`config.mk`:
```
export PLATFORM = sky130hd
export DESIGN_NAME = fifo_wr_arbiter_flat
export DESIGN_NICKNAME = d
export VERILOG_FILES = /design/src/rtl/fifo_wr_arbiter_if.sv /design/src/rtl/fifo_wr_arbiter.sv /design/src/flat_wrapper.sv
export SDC_FILE = /design/constraint.sdc
export NUM_CORES = 1
export LEC_CHECK = 0
export CORE_ASPECT_RATIO = 1.4
export CORE_MARGIN = 5
export CORE_UTILIZATION = 38
export CTS_CLUSTER_SIZE = 25
export DETAILED_ROUTE_END_ITERATION = 7
export PLACE_DENSITY = 0.85
export SYNTH_ARGS = -nofsm -noshare
export SYNTH_HDL_FRONTEND = slang
export SYNTH_SLANG_ARGS = --single-unit
```
`constraint.sdc`:
```
create_clock -name wclk -period 3.7 [get_ports wclk]
set_input_delay 0.74 -clock wclk [delete_from_list [all_inputs] [get_ports wclk]]
set_output_delay 0.74 -clock wclk [all_outputs]
set_load 0.03 [all_outputs]
```
`src/rtl/fifo_wr_arbiter_if.sv`:
```
// Shared write-port bundle between the requesters, the FIFO write side and the round-robin arbiter.
interface fifo_wr_arbiter_if #(
    parameter int unsigned DSIZE = 8,
    parameter int unsigned NREQ  = 4
) ();
    localparam int unsigned IW = $clog2(NREQ);

    logic [NREQ-1:0]       req_valid;
    logic [NREQ*DSIZE-1:0] req_data;
    logic [NREQ-1:0]       req_last;
    logic [NREQ-1:0]       req_ready;
    logic                  wfull;
    logic                  winc;
    logic [DSIZE-1:0]      wdata;
    logic [IW-1:0]         grant_id;
    logic                  busy;

    modport master (
        output req_valid, req_data, req_last, wfull,
        input  req_ready, winc, wdata, grant_id, busy
    );

    modport slave (
        input  req_valid, req_data, req_last, wfull,
        output req_ready, winc, wdata, grant_id, busy
    );
endinterface

```
`src/rtl/fifo_wr_arbiter.sv`:
```
// Round-robin arbiter sharing one FIFO write port among NREQ requesters in bursts of up to BURST beats.
module fifo_wr_arbiter #(
    parameter int unsigned DSIZE = 8,
    parameter int unsigned NREQ  = 4,
    parameter int unsigned BURST = 4
) (
    input  logic               wclk,
    input  logic               wrst,
    fifo_wr_arbiter_if.slave   bus
);
    localparam int unsigned IW = $clog2(NREQ);
    localparam int unsigned CW = $clog2(BURST + 1);

    typedef enum logic {IDLE, OWN} state_t;

    state_t        state;
    logic [IW-1:0] rr_ptr;
    logic [IW-1:0] owner;
    logic [IW-1:0] owner_nxt;
    logic [IW-1:0] pick;
    logic [CW-1:0] beat_cnt;
    logic          own;
    logic          last_beat;

    // First valid requester scanning rr_ptr, rr_ptr+1, ... modulo NREQ
    always_comb begin
        int unsigned idx;
        idx  = 0;
        pick = rr_ptr;
        for (int k = int'(NREQ) - 1; k >= 0; k--) begin
            idx = 32'(rr_ptr) + 32'(k);
            if (idx >= NREQ) idx = idx - NREQ;
            if (bus.req_valid[IW'(idx)]) pick = IW'(idx);
        end
    end

    always_comb begin
        owner_nxt = (owner == IW'(NREQ - 1)) ? '0 : owner + IW'(1);
        last_beat = bus.req_last[owner] || (beat_cnt == CW'(BURST - 1));
    end

    // Write-port outputs follow the owner directly so a beat moves in the cycle it is offered
    always_comb begin
        own           = (state == OWN) && !wrst;
        bus.winc      = own && bus.req_valid[owner] && !bus.wfull;
        bus.req_ready = '0;
        if (bus.winc) bus.req_ready[owner] = 1'b1;
        bus.wdata     = own ? bus.req_data[32'(owner) * DSIZE +: DSIZE] : '0;
        bus.grant_id  = wrst ? '0 : owner;
        bus.busy      = own;
    end

    always_ff @(posedge wclk) begin
        if (wrst) begin
            state    <= IDLE;
            rr_ptr   <= '0;
            owner    <= '0;
            beat_cnt <= '0;
        end else begin
            case (state)
                IDLE: begin
                    if (|bus.req_valid) begin
                        owner    <= pick;
                        beat_cnt <= '0;
                        state    <= OWN;
                    end
                end
                OWN: begin
                    // wfull with valid data holds the grant and the count unchanged
                    if (bus.winc) begin
                        beat_cnt <= beat_cnt + CW'(1);
                        if (last_beat) begin
                            state  <= IDLE;
                            rr_ptr <= owner_nxt;
                        end
                    end else if (!bus.req_valid[owner]) begin
                        state  <= IDLE;
                        rr_ptr <= owner_nxt;
                    end
                end
                default: state <= IDLE;
            endcase
        end
    end
endmodule

```
`src/flat_wrapper.sv`:
```
// flat-port wrapper written by rule: the top's interface ports become plain ports
module fifo_wr_arbiter_flat 
#(
    parameter int unsigned DSIZE = 8,
    parameter int unsigned NREQ  = 4,
    parameter int unsigned BURST = 4
)
  (wclk, wrst, bus_req_valid, bus_req_data, bus_req_last, bus_wfull, bus_req_ready, bus_winc, bus_wdata, bus_grant_id, bus_busy);
  fifo_wr_arbiter_if #(.DSIZE(DSIZE), .NREQ(NREQ)) bus_i ();
  input  logic wclk;
  input  logic wrst;
  input wire logic [$bits(bus_i.req_valid)-1:0] bus_req_valid;
  input wire logic [$bits(bus_i.req_data)-1:0] bus_req_data;
  input wire logic [$bits(bus_i.req_last)-1:0] bus_req_last;
  input wire logic [$bits(bus_i.wfull)-1:0] bus_wfull;
  output wire logic [$bits(bus_i.req_ready)-1:0] bus_req_ready;
  output wire logic [$bits(bus_i.winc)-1:0] bus_winc;
  output wire logic [$bits(bus_i.wdata)-1:0] bus_wdata;
  output wire logic [$bits(bus_i.grant_id)-1:0] bus_grant_id;
  output wire logic [$bits(bus_i.busy)-1:0] bus_busy;
  assign bus_i.req_valid = bus_req_valid;
  assign bus_i.req_data = bus_req_data;
  assign bus_i.req_last = bus_req_last;
  assign bus_i.wfull = bus_wfull;
  assign bus_req_ready = bus_i.req_ready;
  assign bus_winc = bus_i.winc;
  assign bus_wdata = bus_i.wdata;
  assign bus_grant_id = bus_i.grant_id;
  assign bus_busy = bus_i.busy;
  fifo_wr_arbiter #(.DSIZE(DSIZE), .NREQ(NREQ), .BURST(BURST)) u_core (.wclk(wclk), .wrst(wrst), .bus(bus_i));
endmodule
```
==> results.toml <==
[outcome]
outcome = "finished clean"

[clock_network]
cts_max_level = 1
cts_setup_buffers = 0
worstSkewPairLatency_ns = 0.25
cts_hold_buf = 0
cts_max_path_buffers = 2
cts_made_buffers = 3
cts_sinks = 8
cts_tree = "done"
clk_pin_slew_ns = 0.05
post_cts_resized = 0
root_buffer = "clkbuf_4"

[worst_hold_path]
hold_class = "flop to flop"

[cells_and_area]
area_growth_pct = 70.5
final_area_mm2 = 0.00148
drive_above_1_share_pct = 15.8
fin_cells = 174
seq_area_um2 = 160
fin_nets = 203
fillers = 186
num_antenna_cells = 0
multiInputGateArea_um2 = 656
post-route-util_pct = 68.1

[global_routing]
grt_pass1_wl_um = 4620
grt.overflow.total = 0
grtUsageTotal_pct = 17.5
grt_max_degree = 16
antenna_found_initial = 0
grt_pass1_vias = 953

[place]
dp_cells = 171
place.gp.congestion = 0.823
pre_cts_slack_ns = 0.163
place_area_mm2 = 0.00146
hpwlAfterDp_um = 2360
placement.io_buffers = 58

[drt]
wl_per_cell_um = 16.3
initialDrtViolationCount = 15
ant_nets = 0
num_vias = 947
drc = 0
routed_wl_um = 2840
via_per_inst = 5.44
first_pass_iters = 4

[flow_run]
drv_cap = 0

[yosys]
syn_area_um2 = 870
synth_top_family_by_area = "multiplexers"
synth-edff-count = 0
syn_nets = 143
postSynthAreaPerCell_um2 = 9.25
synth.distinct_cells = 34
synthXorXnorAreaFrac_pct = 0
synth_adder_area_share_pct = 8.63
synth_seq_area_share_pct = 18.4
synth-simple-area-share_pct = 25.0
synthArstFlopShare_pct = 0
synthFlopType = "dfxtp_1"
ys_ff_latch = 8
synth-compound-area-share_pct = 14.2
synthMuxAreaShare_pct = 26.9
netlist_instances = 94
ys_warn_count = 0

[floorplan]
die-area_mm2 = 0.00336
num_rows = 20
die_w_um = 50.4
initial_core_util_pct = 39.9
io_pins = 59
core_mm2 = 0.00218
fp.dieH_um = 66.6

[timing]
finalCritPeriodShare_pct = 87.1
setup_ws_ns = 0.477
rsz0062_at_grt = "false"
whs_ns = 0.504
hold_viol = 0
tightest_slew_ns = 0.706
slew_headroom_pct = 52.9
skew_ns = 0.00585
timing.fmax_mhz = 310
finalSetupViolations = 0
finalSetupTns_ns = 0
min_period_ns = 3.22
slew_violations = 0

[worst_setup_path]
ff2ff_setup_slack_ns = 1.51
critical-path-slowest-cell = "clkdlybuf4s50_1"
crit_path_cell_trace = "clkdlybuf4s50_1, mux4_2, nor3b_2, and2_1, buf_4"
critPathArrivalTime_ns = 2.48
end_kind = "output pin"
critPathRequiredTime_ns = 2.96
cp-start-kind = "input pin"
critPathTopFamily = "buffers and inverters"
cp_num_buf_inv = 2
path_max_fanout = 11
critical-path-max-stage-delay_ns = 0.59
crit_type = "input pin to output pin"

[power_and_ir_drop]
power.density_mw_per_mm2 = 218
max-vdd-ir-drop_uv = 153
leakage_nw = 0.544
fin_total_pwr_mw = 0.323
==> registers in the layout, summed over array words and instances (netlist names) <==
register / flops
u_core.owner: 2
u_core.state: 1
u_core.beat_cnt: 3
u_core.rr_ptr: 2
==> cells in the mapped netlist (all sizes together) (2+ instances only) <==
master / number / share of area [%]
nor2: 4 / 1.7
dfxtp: 8 / 18
nand3b: 2 / 1.7
buf: 4 / 2.9
inv: 7 / 3.0
nand2: 3 / 1.3
o21ai: 2 / 1.2
mux4: 9 / 23
mux2i: 2 / 2.3
ha: 6 / 8.6
nor2b: 13 / 9.4
clkbuf: 2 / 0.86
and2: 4 / 2.9
nor3b: 2 / 1.7
a21oi: 6 / 3.9
nand2b: 5 / 3.6
==> cell type report <==
| cell class | count | area share (%) |
|---|---|---|
| multi-input cells | 73 | 44.2 |
| repair buffers | 61 | 39.8 |
| flip-flops and latches | 8 | 10.8 |
| well taps | 22 | 1.86 |
| inverters | 7 | 1.77 |
| clock buffers | 3 | 1.52 |
==> metal layers <==
layer	global-route usage [%]	wire, um	up-vias
met2	28.8	1270	50
met4	5.75	31	0
met1	22.6	1270	434
met3	3.36	262	4
met5	0	0	-
li1	-	-	459
==> worst min-delay path, cell delays in order, from the launching register on <==
cell      delay [ns]
dfxtp_1         0.31
nand3b_1        0.08
a21oi_1         0.06
==> placed cells by master, fill, tap and decap left out, types with 2 or more instances in the layout <==
| cell | netlist | final |
|---|---|---|
| nand3b_1 | 2 | 2 |
| mux4_2 | 9 | 9 |
| nor2_1 | 4 | 4 |
| nor2b_1 | 13 | 13 |
| o21ai_0 | 2 | 2 |
| clkbuf_4 | 0 | 3 |
| a21oi_1 | 5 | 5 |
| mux2i_1 | 2 | 2 |
| buf_4 | 0 | 8 |
| nand2b_1 | 5 | 5 |
| clkdlybuf4s50_1 | 0 | 53 |
| and2_1 | 4 | 4 |
| inv_1 | 7 | 7 |
| nand2_1 | 3 | 3 |
| ha_1 | 6 | 6 |
| dfxtp_1 | 8 | 8 |
==> kinds of logic (layout without fill, tap and decap cells) <==
family	Yosys count	in the layout
compound gates	18	18
fa+ha+maj	6	6
buf+inv	13	71
flops	8	8
mux	12	12
simple gates	37	37
==> worst paths after layout <==
check | from | endpoint | depth (start not counted)
setup / recovery | bus_req_valid[1] | bus_req_ready[1] | 5
hold / removal | u_core.beat_cnt[1] | u_core.beat_cnt[1] | 2
setup reg to reg | u_core.owner[0] | u_core.beat_cnt[2] | 4
hold reg to reg | u_core.beat_cnt[1] | u_core.beat_cnt[1] | 2
==> power by group <==
group	internal, mW	switching [mW]	leakage (nW)	total (mW)
Clock	0.0370	0.0277	0.0138	0.0647
Sequential	0.0920	0.0139	0.0653	0.106
Combinational	0.0959	0.0564	0.465	0.152
No activity file was read; power rests on OpenSTA's default activity.
